<file path="config.mk">
export PLATFORM = sky130hd
export DESIGN_NAME = pipe_stage_reg
export DESIGN_NICKNAME = d
export VERILOG_FILES = /design/src/rtl/pipe_pkg.sv /design/src/rtl/pipe_slot.sv /design/src/rtl/pipe_stage_reg.sv
export SDC_FILE = /design/constraint.sdc
export NUM_CORES = 1
export LEC_CHECK = 0
export ABC_AREA = 1
export CORE_AREA = 2 2 154 156
export DETAILED_ROUTE_END_ITERATION = 10
export DIE_AREA = 0 0 156 158
export PLACE_DENSITY = 0.67
export SYNTH_ARGS = -nofsm -noshare
export SYNTH_HDL_FRONTEND = slang
export SYNTH_SLANG_ARGS = --single-unit
</file>
<file path="constraint.sdc">
create_clock -name clk -period 2.9 [get_ports clk]
set_clock_uncertainty 0.15 [all_clocks]
set_input_delay 0.435 -clock clk [delete_from_list [all_inputs] [get_ports clk]]
set_output_delay 0.435 -clock clk [all_outputs]
set_load 0.005 [all_outputs]
</file>
<file path="src/rtl/pipe_pkg.sv">
// Shared definitions for the core's pipeline-stage registers: state encoding,
// per-stage bundle widths and the D/E bundle field layout.
package pipe_pkg;

  // The encoding doubles as the occupancy count driven on occ.
  typedef enum logic [1:0] {
    ST_EMPTY = 2'd0,
    ST_ONE   = 2'd1,
    ST_TWO   = 2'd2
  } pipe_state_e;

  localparam int unsigned DE_CTRL_W = 11;
  localparam int unsigned DE_DATA_W = 184;
  localparam int unsigned EM_CTRL_W = 4;
  localparam int unsigned EM_DATA_W = 101;
  localparam int unsigned MW_CTRL_W = 3;
  localparam int unsigned MW_DATA_W = 101;

  // D/E control: {regwrite, resultsrc[1:0], memwrite, jump, branch, alucontrol[3:0], alusrc}
  localparam int unsigned DE_ALUSRC_OFF   = 0;
  localparam int unsigned DE_ALUCTL_OFF   = 1;
  localparam int unsigned DE_BRANCH_OFF   = 5;
  localparam int unsigned DE_JUMP_OFF     = 6;
  localparam int unsigned DE_MEMWRITE_OFF = 7;
  localparam int unsigned DE_RESSRC_OFF   = 8;
  localparam int unsigned DE_REGWRITE_OFF = 10;

  localparam int unsigned DE_RS1_OFF  = 0;
  localparam int unsigned DE_RS2_OFF  = 5;
  localparam int unsigned DE_RD1_OFF  = 10;
  localparam int unsigned DE_RD2_OFF  = 42;
  localparam int unsigned DE_PC_OFF   = 74;
  localparam int unsigned DE_RD_OFF   = 106;
  localparam int unsigned DE_IMM_OFF  = 111;
  localparam int unsigned DE_PCP4_OFF = 143;
  localparam int unsigned DE_UIMM_OFF = 175;
  // Only the low part of instr[31:12] that execute still consumes is carried.
  localparam int unsigned DE_UIMM_W   = DE_DATA_W - DE_UIMM_OFF;

  function automatic logic [DE_CTRL_W-1:0] de_pack_ctrl(
    input logic       regwrite,
    input logic [1:0] resultsrc,
    input logic       memwrite,
    input logic       jump,
    input logic       branch,
    input logic [3:0] alucontrol,
    input logic       alusrc
  );
    logic [DE_CTRL_W-1:0] c;
    c = '0;
    c[DE_REGWRITE_OFF]      = regwrite;
    c[DE_RESSRC_OFF +: 2]   = resultsrc;
    c[DE_MEMWRITE_OFF]      = memwrite;
    c[DE_JUMP_OFF]          = jump;
    c[DE_BRANCH_OFF]        = branch;
    c[DE_ALUCTL_OFF +: 4]   = alucontrol;
    c[DE_ALUSRC_OFF]        = alusrc;
    return c;
  endfunction

  function automatic logic [DE_DATA_W-1:0] de_pack_data(
    input logic [4:0]           rs1,
    input logic [4:0]           rs2,
    input logic [31:0]          rd1,
    input logic [31:0]          rd2,
    input logic [31:0]          pc,
    input logic [4:0]           rd,
    input logic [31:0]          immext,
    input logic [31:0]          pcplus4,
    input logic [DE_UIMM_W-1:0] uimm
  );
    logic [DE_DATA_W-1:0] d;
    d = '0;
    d[DE_RS1_OFF  +: 5]         = rs1;
    d[DE_RS2_OFF  +: 5]         = rs2;
    d[DE_RD1_OFF  +: 32]        = rd1;
    d[DE_RD2_OFF  +: 32]        = rd2;
    d[DE_PC_OFF   +: 32]        = pc;
    d[DE_RD_OFF   +: 5]         = rd;
    d[DE_IMM_OFF  +: 32]        = immext;
    d[DE_PCP4_OFF +: 32]        = pcplus4;
    d[DE_UIMM_OFF +: DE_UIMM_W] = uimm;
    return d;
  endfunction

endpackage

</file>
<file path="src/rtl/pipe_slot.sv">
// One control+data holding register. Reset and the clear inputs take priority
// over load, so a flush wins against a beat loaded in the same cycle.
module pipe_slot
  import pipe_pkg::*;
#(
  parameter int unsigned CTRL_W = DE_CTRL_W,
  parameter int unsigned DATA_W = DE_DATA_W
) (
  input  logic              clk_i,
  input  logic              rst_i,
  input  logic              load_i,
  input  logic              clr_ctrl_i,
  input  logic              clr_data_i,
  input  logic [CTRL_W-1:0] ctrl_i,
  input  logic [DATA_W-1:0] data_i,
  output logic [CTRL_W-1:0] ctrl_o,
  output logic [DATA_W-1:0] data_o
);

  logic [CTRL_W-1:0] ctrl_q;
  logic [DATA_W-1:0] data_q;

  always_ff @(posedge clk_i) begin
    if (rst_i || clr_ctrl_i) begin
      ctrl_q <= '0;
    end else if (load_i) begin
      ctrl_q <= ctrl_i;
    end
    if (rst_i || clr_data_i) begin
      data_q <= '0;
    end else if (load_i) begin
      data_q <= data_i;
    end
  end

  assign ctrl_o = ctrl_q;
  assign data_o = data_q;

endmodule

</file>
<file path="src/rtl/pipe_stage_reg.sv">
// Handshaked pipeline-stage register, 1-cycle latency, full throughput.
// SKID=1 adds a second slot so in_ready comes from a flop instead of out_ready.
module pipe_stage_reg
  import pipe_pkg::*;
#(
  parameter int unsigned CTRL_W   = DE_CTRL_W,
  parameter int unsigned DATA_W   = DE_DATA_W,
  parameter int unsigned SKID     = 0,
  parameter int unsigned CLR_DATA = 1
) (
  input  logic              clk,
  input  logic              rst,
  input  logic              flush,
  input  logic              in_valid,
  output logic              in_ready,
  input  logic [CTRL_W-1:0] in_ctrl,
  input  logic [DATA_W-1:0] in_data,
  output logic              out_valid,
  input  logic              out_ready,
  output logic [CTRL_W-1:0] out_ctrl,
  output logic [DATA_W-1:0] out_data,
  output logic [1:0]        occ
);

  pipe_state_e       state_q, state_d;
  logic              accept, take, main_load, clr_data;
  logic [CTRL_W-1:0] skid_ctrl, main_ctrl_d;
  logic [DATA_W-1:0] skid_data, main_data_d;

  assign accept   = in_valid & in_ready & ~flush;
  assign take     = out_valid & out_ready;
  assign clr_data = flush & (CLR_DATA != 0);

  always_comb begin
    state_d   = state_q;
    main_load = 1'b0;
    if (flush) begin
      state_d = ST_EMPTY;
    end else begin
      case (state_q)
        ST_EMPTY: begin
          if (accept) begin
            state_d   = ST_ONE;
            main_load = 1'b1;
          end
        end
        ST_ONE: begin
          // Without a skid slot, accept already implies take.
          if (accept && take) begin
            main_load = 1'b1;
          end else if (accept && (SKID != 0)) begin
            state_d = ST_TWO;
          end else if (take) begin
            state_d = ST_EMPTY;
          end
        end
        ST_TWO: begin
          if (take) begin
            state_d   = ST_ONE;
            main_load = 1'b1;
          end
        end
        default: state_d = ST_EMPTY;
      endcase
    end
  end

  always_ff @(posedge clk) begin
    if (rst) begin
      state_q <= ST_EMPTY;
    end else begin
      state_q <= state_d;
    end
  end

  assign main_ctrl_d = (state_q == ST_TWO) ? skid_ctrl : in_ctrl;
  assign main_data_d = (state_q == ST_TWO) ? skid_data : in_data;

  pipe_slot #(.CTRL_W(CTRL_W), .DATA_W(DATA_W)) u_main (
    .clk_i      (clk),
    .rst_i      (rst),
    .load_i     (main_load),
    .clr_ctrl_i (flush),
    .clr_data_i (clr_data),
    .ctrl_i     (main_ctrl_d),
    .data_i     (main_data_d),
    .ctrl_o     (out_ctrl),
    .data_o     (out_data)
  );

  generate
    if (SKID != 0) begin : g_skid
      logic skid_load;
      logic rdy_q;

      assign skid_load = accept & ~take & (state_q == ST_ONE);

      pipe_slot #(.CTRL_W(CTRL_W), .DATA_W(DATA_W)) u_skid (
        .clk_i      (clk),
        .rst_i      (rst),
        .load_i     (skid_load),
        .clr_ctrl_i (flush),
        .clr_data_i (clr_data),
        .ctrl_i     (in_ctrl),
        .data_i     (in_data),
        .ctrl_o     (skid_ctrl),
        .data_o     (skid_data)
      );

      always_ff @(posedge clk) begin
        if (rst) begin
          rdy_q <= 1'b1;
        end else begin
          rdy_q <= (state_d != ST_TWO);
        end
      end

      assign in_ready = ~rst & rdy_q;
    end else begin : g_noskid
      assign skid_ctrl = '0;
      assign skid_data = '0;
      assign in_ready  = ~rst & (~out_valid | out_ready);
    end
  endgenerate

  assign out_valid = (state_q != ST_EMPTY);
  assign occ       = state_q;

endmodule

</file>
Word-level counts from Yosys, hierarchy flattened:

Index checks and enable logic that the tools add are counted.

* flip-flop bits (word level): 197
* logic and storage cells: 35
* RAM bits: 0
* bits in latches: 0
* output and inout port bits: 199
* memories kept: 0
* memory bits (read-only): 0
* input port bits: 200

* shift-type cells: 0
* muxes and demuxes: 12
* divide/modulo/power cells: 0
* equal/unequal tests: 6
* bitwise operators: 8
* $add $sub $neg: 0
* $mul: 0
* $lt $le $gt $ge: 0
* reductions and logical operators: 6

Operators by type and width (count)
* $mux W184: 1
* $mux W11: 1
* $mux W2: 4
* $ne A2 B2 Y1 const B: 4
* $pmux W2 S3: 1
* $and A1 B1 Y1: 4
* $mux W1: 4
* $reduce_and A4 Y1: 1
* $not A1 Y1: 3
* $pmux W1 S3: 1
* $eq A2 B1 Y1 const B: 1
* $eq A2 B2 Y1 const B: 1
* $logic_not A2 Y1: 1
* $reduce_bool A2 Y1: 1
* $reduce_or A2 Y1: 1
* $logic_and A1 B1 Y1: 1
* $logic_or A1 B1 Y1: 1
* $or A1 B1 Y1: 1

Longest topological paths before layout:

* depth in word-level cells: 10
* mapped depth: 7
* depth with buffers taken out: 5

Modules after synthesis:

From an unflattened synthesis, not the netlist that was laid out.

* cell total of the unflattened synthesis: 1250
* area, all modules: 8036.5 um^2

Modules (own cells, without submodules)
* pipe_slot: sequential area each 3903.7 um^2, instances 1, area an instance 7946.4 um^2, cells an instance 1236
* pipe_stage_reg: sequential area each 20.0 um^2, instances 1, area an instance 90.1 um^2, cells an instance 14

Least setup slack after synthesis:

OpenSTA, ideal clock, no wires.

* path type: input to register
* start: in in_valid
* end: reg u_main.data_q[160], in the netlist u_main.data_o[160]
* cell stages on the path: 6
* buffers on the path: 3
* arrival time: 1.037 ns
* data required time: 2.636 ns
* slack: 1.599 ns
* library setup time: 0.114 ns
* path through: buf_4 -> nand2_4 -> buf_4 -> buf_4 -> nand3_1 -> nand2_1

* word-level cells in the longest chain between the ends: 6
* elaborated cells between the ends (all ways): 7
* those cells by class: 4 x mux; 2 x bitwise; 1 x reduce/logical

RTL lines
* from (decl): RTL line pipe_stage_reg.sv:14 `input logic in_valid,`
* $and A1 B1 Y1 * (2 in a row): RTL line pipe_stage_reg.sv:30 `assign accept = in_valid & in_ready & ~flush;`
* $logic_and A1 B1 Y1: RTL line pipe_stage_reg.sv:49 `if (accept && take) begin`
* $mux W1: RTL line pipe_stage_reg.sv:49
* $pmux W1 S3 *: RTL line pipe_stage_reg.sv:40 `case (state_q)`
* $mux W1 *: RTL line pipe_stage_reg.sv:37 `if (flush) begin`
* to (signal assigned): RTL line pipe_slot.sv:32 `data_q <= data_i;`
* to (decl): RTL line pipe_slot.sv:21 `logic [DATA_W-1:0] data_q;`

Mark *: on every way between the ends. The rest lies on a longest branch, timed or not.
A chain may end at the register's enable or synchronous reset.

Worst setup path after layout:

* start: in out_ready
* end: out in_ready

* word-level cells in the longest chain between the ends: 2

RTL lines
* from (decl): RTL line pipe_stage_reg.sv:19 `input logic out_ready,`
* $or A1 B1 Y1: RTL line pipe_stage_reg.sv:122 `assign in_ready = ~rst & (~out_valid | out_ready);`
* $and A1 B1 Y1: RTL line pipe_stage_reg.sv:122
* to (decl): RTL line pipe_stage_reg.sv:15 `output logic in_ready,`

No other way between the ends.

==> reports/qor.yml <==
global_route:
  grt_pass1_wl_um: 39300
  grt_pass1_vias: 7233
  grt_overflow: 0
  antenna_found_initial: 0
  grt_start_max_net_pins: 113
  gr-usage-all-layers_pct: 20.0
worst_hold_path:
  hold_path_startpoint: "in_valid"
  hold_path_class: "in2reg"
  hold_path_depth: 3
  worstHoldEndpoint: "u_main.data_o[163]$_SDFFE_PP0P_"
worst_setup_path:
  required_ns: 2.32
  regToRegStartpoint: "occ[0]$_SDFFE_PP0P_"
  crit_arrival_ns: 1.72
  rrSetupSlack_ns: 1.16
  cp-end-kind: "output pin"
  cpMostUsedCell: "clkdlybuf4s50_1"
  start_kind: "primary input"
  critical_path.max_fanout: 2
  cpMaxStageDelayCell: "clkdlybuf4s50_1"
  rr_endpoint: "u_main.data_o[48]$_SDFFE_PP0P_"
  path_cells: "clkdlybuf4s50_1, inv_2, a21oi_1, clkdlybuf4s50_1"
  critPathMaxStageDelay_ns: 0.54
  reg2regPathDepth: 5
  path_class: "in2out"
finish:
  antenna_cells: 0
  multi_input_area_sq_mm: 0.00300
  seq_area_sq_mm: 0.00392
  fillers: 2129
  synthToLayoutAreaGrowth_pct: 62.6
  nets: 1428
  final_area_sq_mm: 0.0122
  drive_above_1_share_pct: 4.76
power:
  p_leak_nw: 5.11
  ir_worst_vdd_mv: 0.304
  power.density_mw_per_mm2: 492
floorplan:
  die_area_sq_mm: 0.0246
  io_pins: 399
  start_util_pct: 32.4
  die_h_um: 158
  coreArea_sq_mm: 0.0231
  dieWidth_um: 156
  rows: 56
sta:
  finalSetupTns_ns: 0
  hold_viol: 0
  finalCritPeriodShare_pct: 79.4
  max_freq_mhz: 435
  rsz0062_at_grt: "no"
  setup_viol_count_final: 0
  period_needed_ns: 2.30
  relSlewSlack_pct: 64.2
  maxSlewViolCount: 0
  worst_pin_slew_ns: 0.537
routing:
  drtAntennaViolNets: 0
  wl_per_cell_um: 17.0
  dr.first_iter.drc_count: 630
  vias: 7862
  routed_via_density: 5.14
  drc: 0
  drtPass1Iterations: 5
  drt-total-wl_um: 26000
clock_tree:
  cts_tree: "yes"
  clockBufferDepth: 2
  cts_setup_buffers: 0
  cts_resized: 0
  cts.clk_slew.worst_paths_ns: 0.07
  cts.sinks: 196
  clk_latency_ns: 0.43
  cts-root-buf: "clkbuf_16"
  postCtsHoldBufs: 0
  cts_buffers: 17
  h-tree-depth: 4
placed_design:
  dp_hpwl_um: 17300
  dpl_cell_area_sq_mm: 0.0116
  port-buffer-count: 397
  place_congestion: 0.777
yosys:
  synth_cell_types: 16
  seq_area_frac_synth_pct: 52.5
  syn_area_sq_mm: 0.00748
  ys_warn_count: 0
  post_synth.cell_area_avg_sq_um: 8.33
  syn-num-nets: 1098
  synth_seq_cells: 196
  syn_inst: 898
flow_run:
  maxCapViolCount: 0
run_status:
  outcome: "completed"
==> layout make-up <==
class	instances	share of cell area, %
Tap cell	290	2.98
Clock inverter	12	0.978
Multi-Input combinational cell	591	24.6
Timing Repair Buffer	420	35.3
Sequential cell	196	32.3
Clock buffer	19	3.73
Inverter	2	0.0617
==> cells in the final DEF (no fill, tap or decap), types with 2 or more instances in the layout <==
cell / count
nand4_1: 195
clkbuf_16: 17
dfxtp_1: 196
nand2_1: 195
clkbuf_8: 2
clkdlybuf4s50_1: 396
inv_8: 3
nand3_1: 195
nand2_8: 2
buf_12: 12
clkinv_4: 6
buf_4: 11
==> sequential cells by signal, indices dropped and copies added (netlist names) <==
name           flops
occ                1
u_main.data_o    184
u_main.ctrl_o     11
==> per-layer routing <==
layer	track usage [%]	part of all wire [%]	up-vias
met5	0	0	-
met3	5.97	7.7	38
met1	24.7	42	3657
li1	-	-	3853
met2	32.8	48	314
met4	7.51	2.4	0
==> worst max-delay path, delay by kind of cell <==
kind	cells	cell delay [ns]
compound gates	1	0.20
buf+inv	3	1.08
==> cells by family (layout without fill, tap and decap cells) <==
family | after synthesis | in the layout | share of synthesized area, %
buffers and inverters | 111 | 453 | 7.75
flip-flops | 196 | 196 | 52.5
AND/OR/NAND/NOR | 588 | 588 | 39.5
other | 1 | 1 | 0.0502
AO/OA/AOI/OAI | 2 | 2 | 0.167
==> Yosys cell counts <==
library cell | n | area [sq um]
inv_1 | 1 | 3.75
buf_6 | 1 | 11.3
conb_1 | 1 | 3.75
nand2_4 | 2 | 22.5
nor2_2 | 1 | 6.26
a21oi_1 | 1 | 5.00
nand4_1 | 195 | 1220
nand3_1 | 195 | 976
nand2_1 | 195 | 732
buf_4 | 13 | 97.6
buf_1 | 3 | 11.3
a21boi_0 | 1 | 7.51
buf_2 | 85 | 425
inv_2 | 1 | 3.75
dfxtp_1 | 196 | 3920
clkbuf_1 | 7 | 26.3
==> report_power, final <==
| group | internal [mW] | switching, mW | leakage (nW) |
|---|---|---|---|
| clock | 1.18 | 1.14 | 0.278 |
| sequential | 2.78 | 0.0487 | 1.60 |
| combinational | 0.475 | 0.351 | 3.23 |
==> stage by stage <==
stage / cells / total power [mW] / util (%) / setup slack (ns) / hold slack [ns]
finish: 1530 / 5.98 / 52.7 / 0.599 / 0.273
global route: 1530 / 6.23 / 52.7 / 0.492 / 0.258
CTS: 1530 / 6.06 / 52.7 / 0.592 / 0.245
detailed placement: 1499 / 3.72 / 50.3 / 0.600 / 0.308
global placement: 1499 / 3.71 / 50.3 / 0.580 / 0.305
floorplan: 898 / 3.17 / - / 1.60 / 0.313
==> worst max-delay path by stage <==
stage	from	end	slack [ns]
6_report	out_ready	in_ready	0.60
3_3_place_gp	out_ready	in_ready	0.58
3_5_place_dp	out_ready	in_ready	0.60
2_1_floorplan	in_valid	u_main.data_o[160]$_SDFFE_PP0P_	1.60
5_1_grt	out_ready	in_ready	0.49
4_1_cts	out_ready	in_ready	0.59
(Power assumes the default switching activity.)
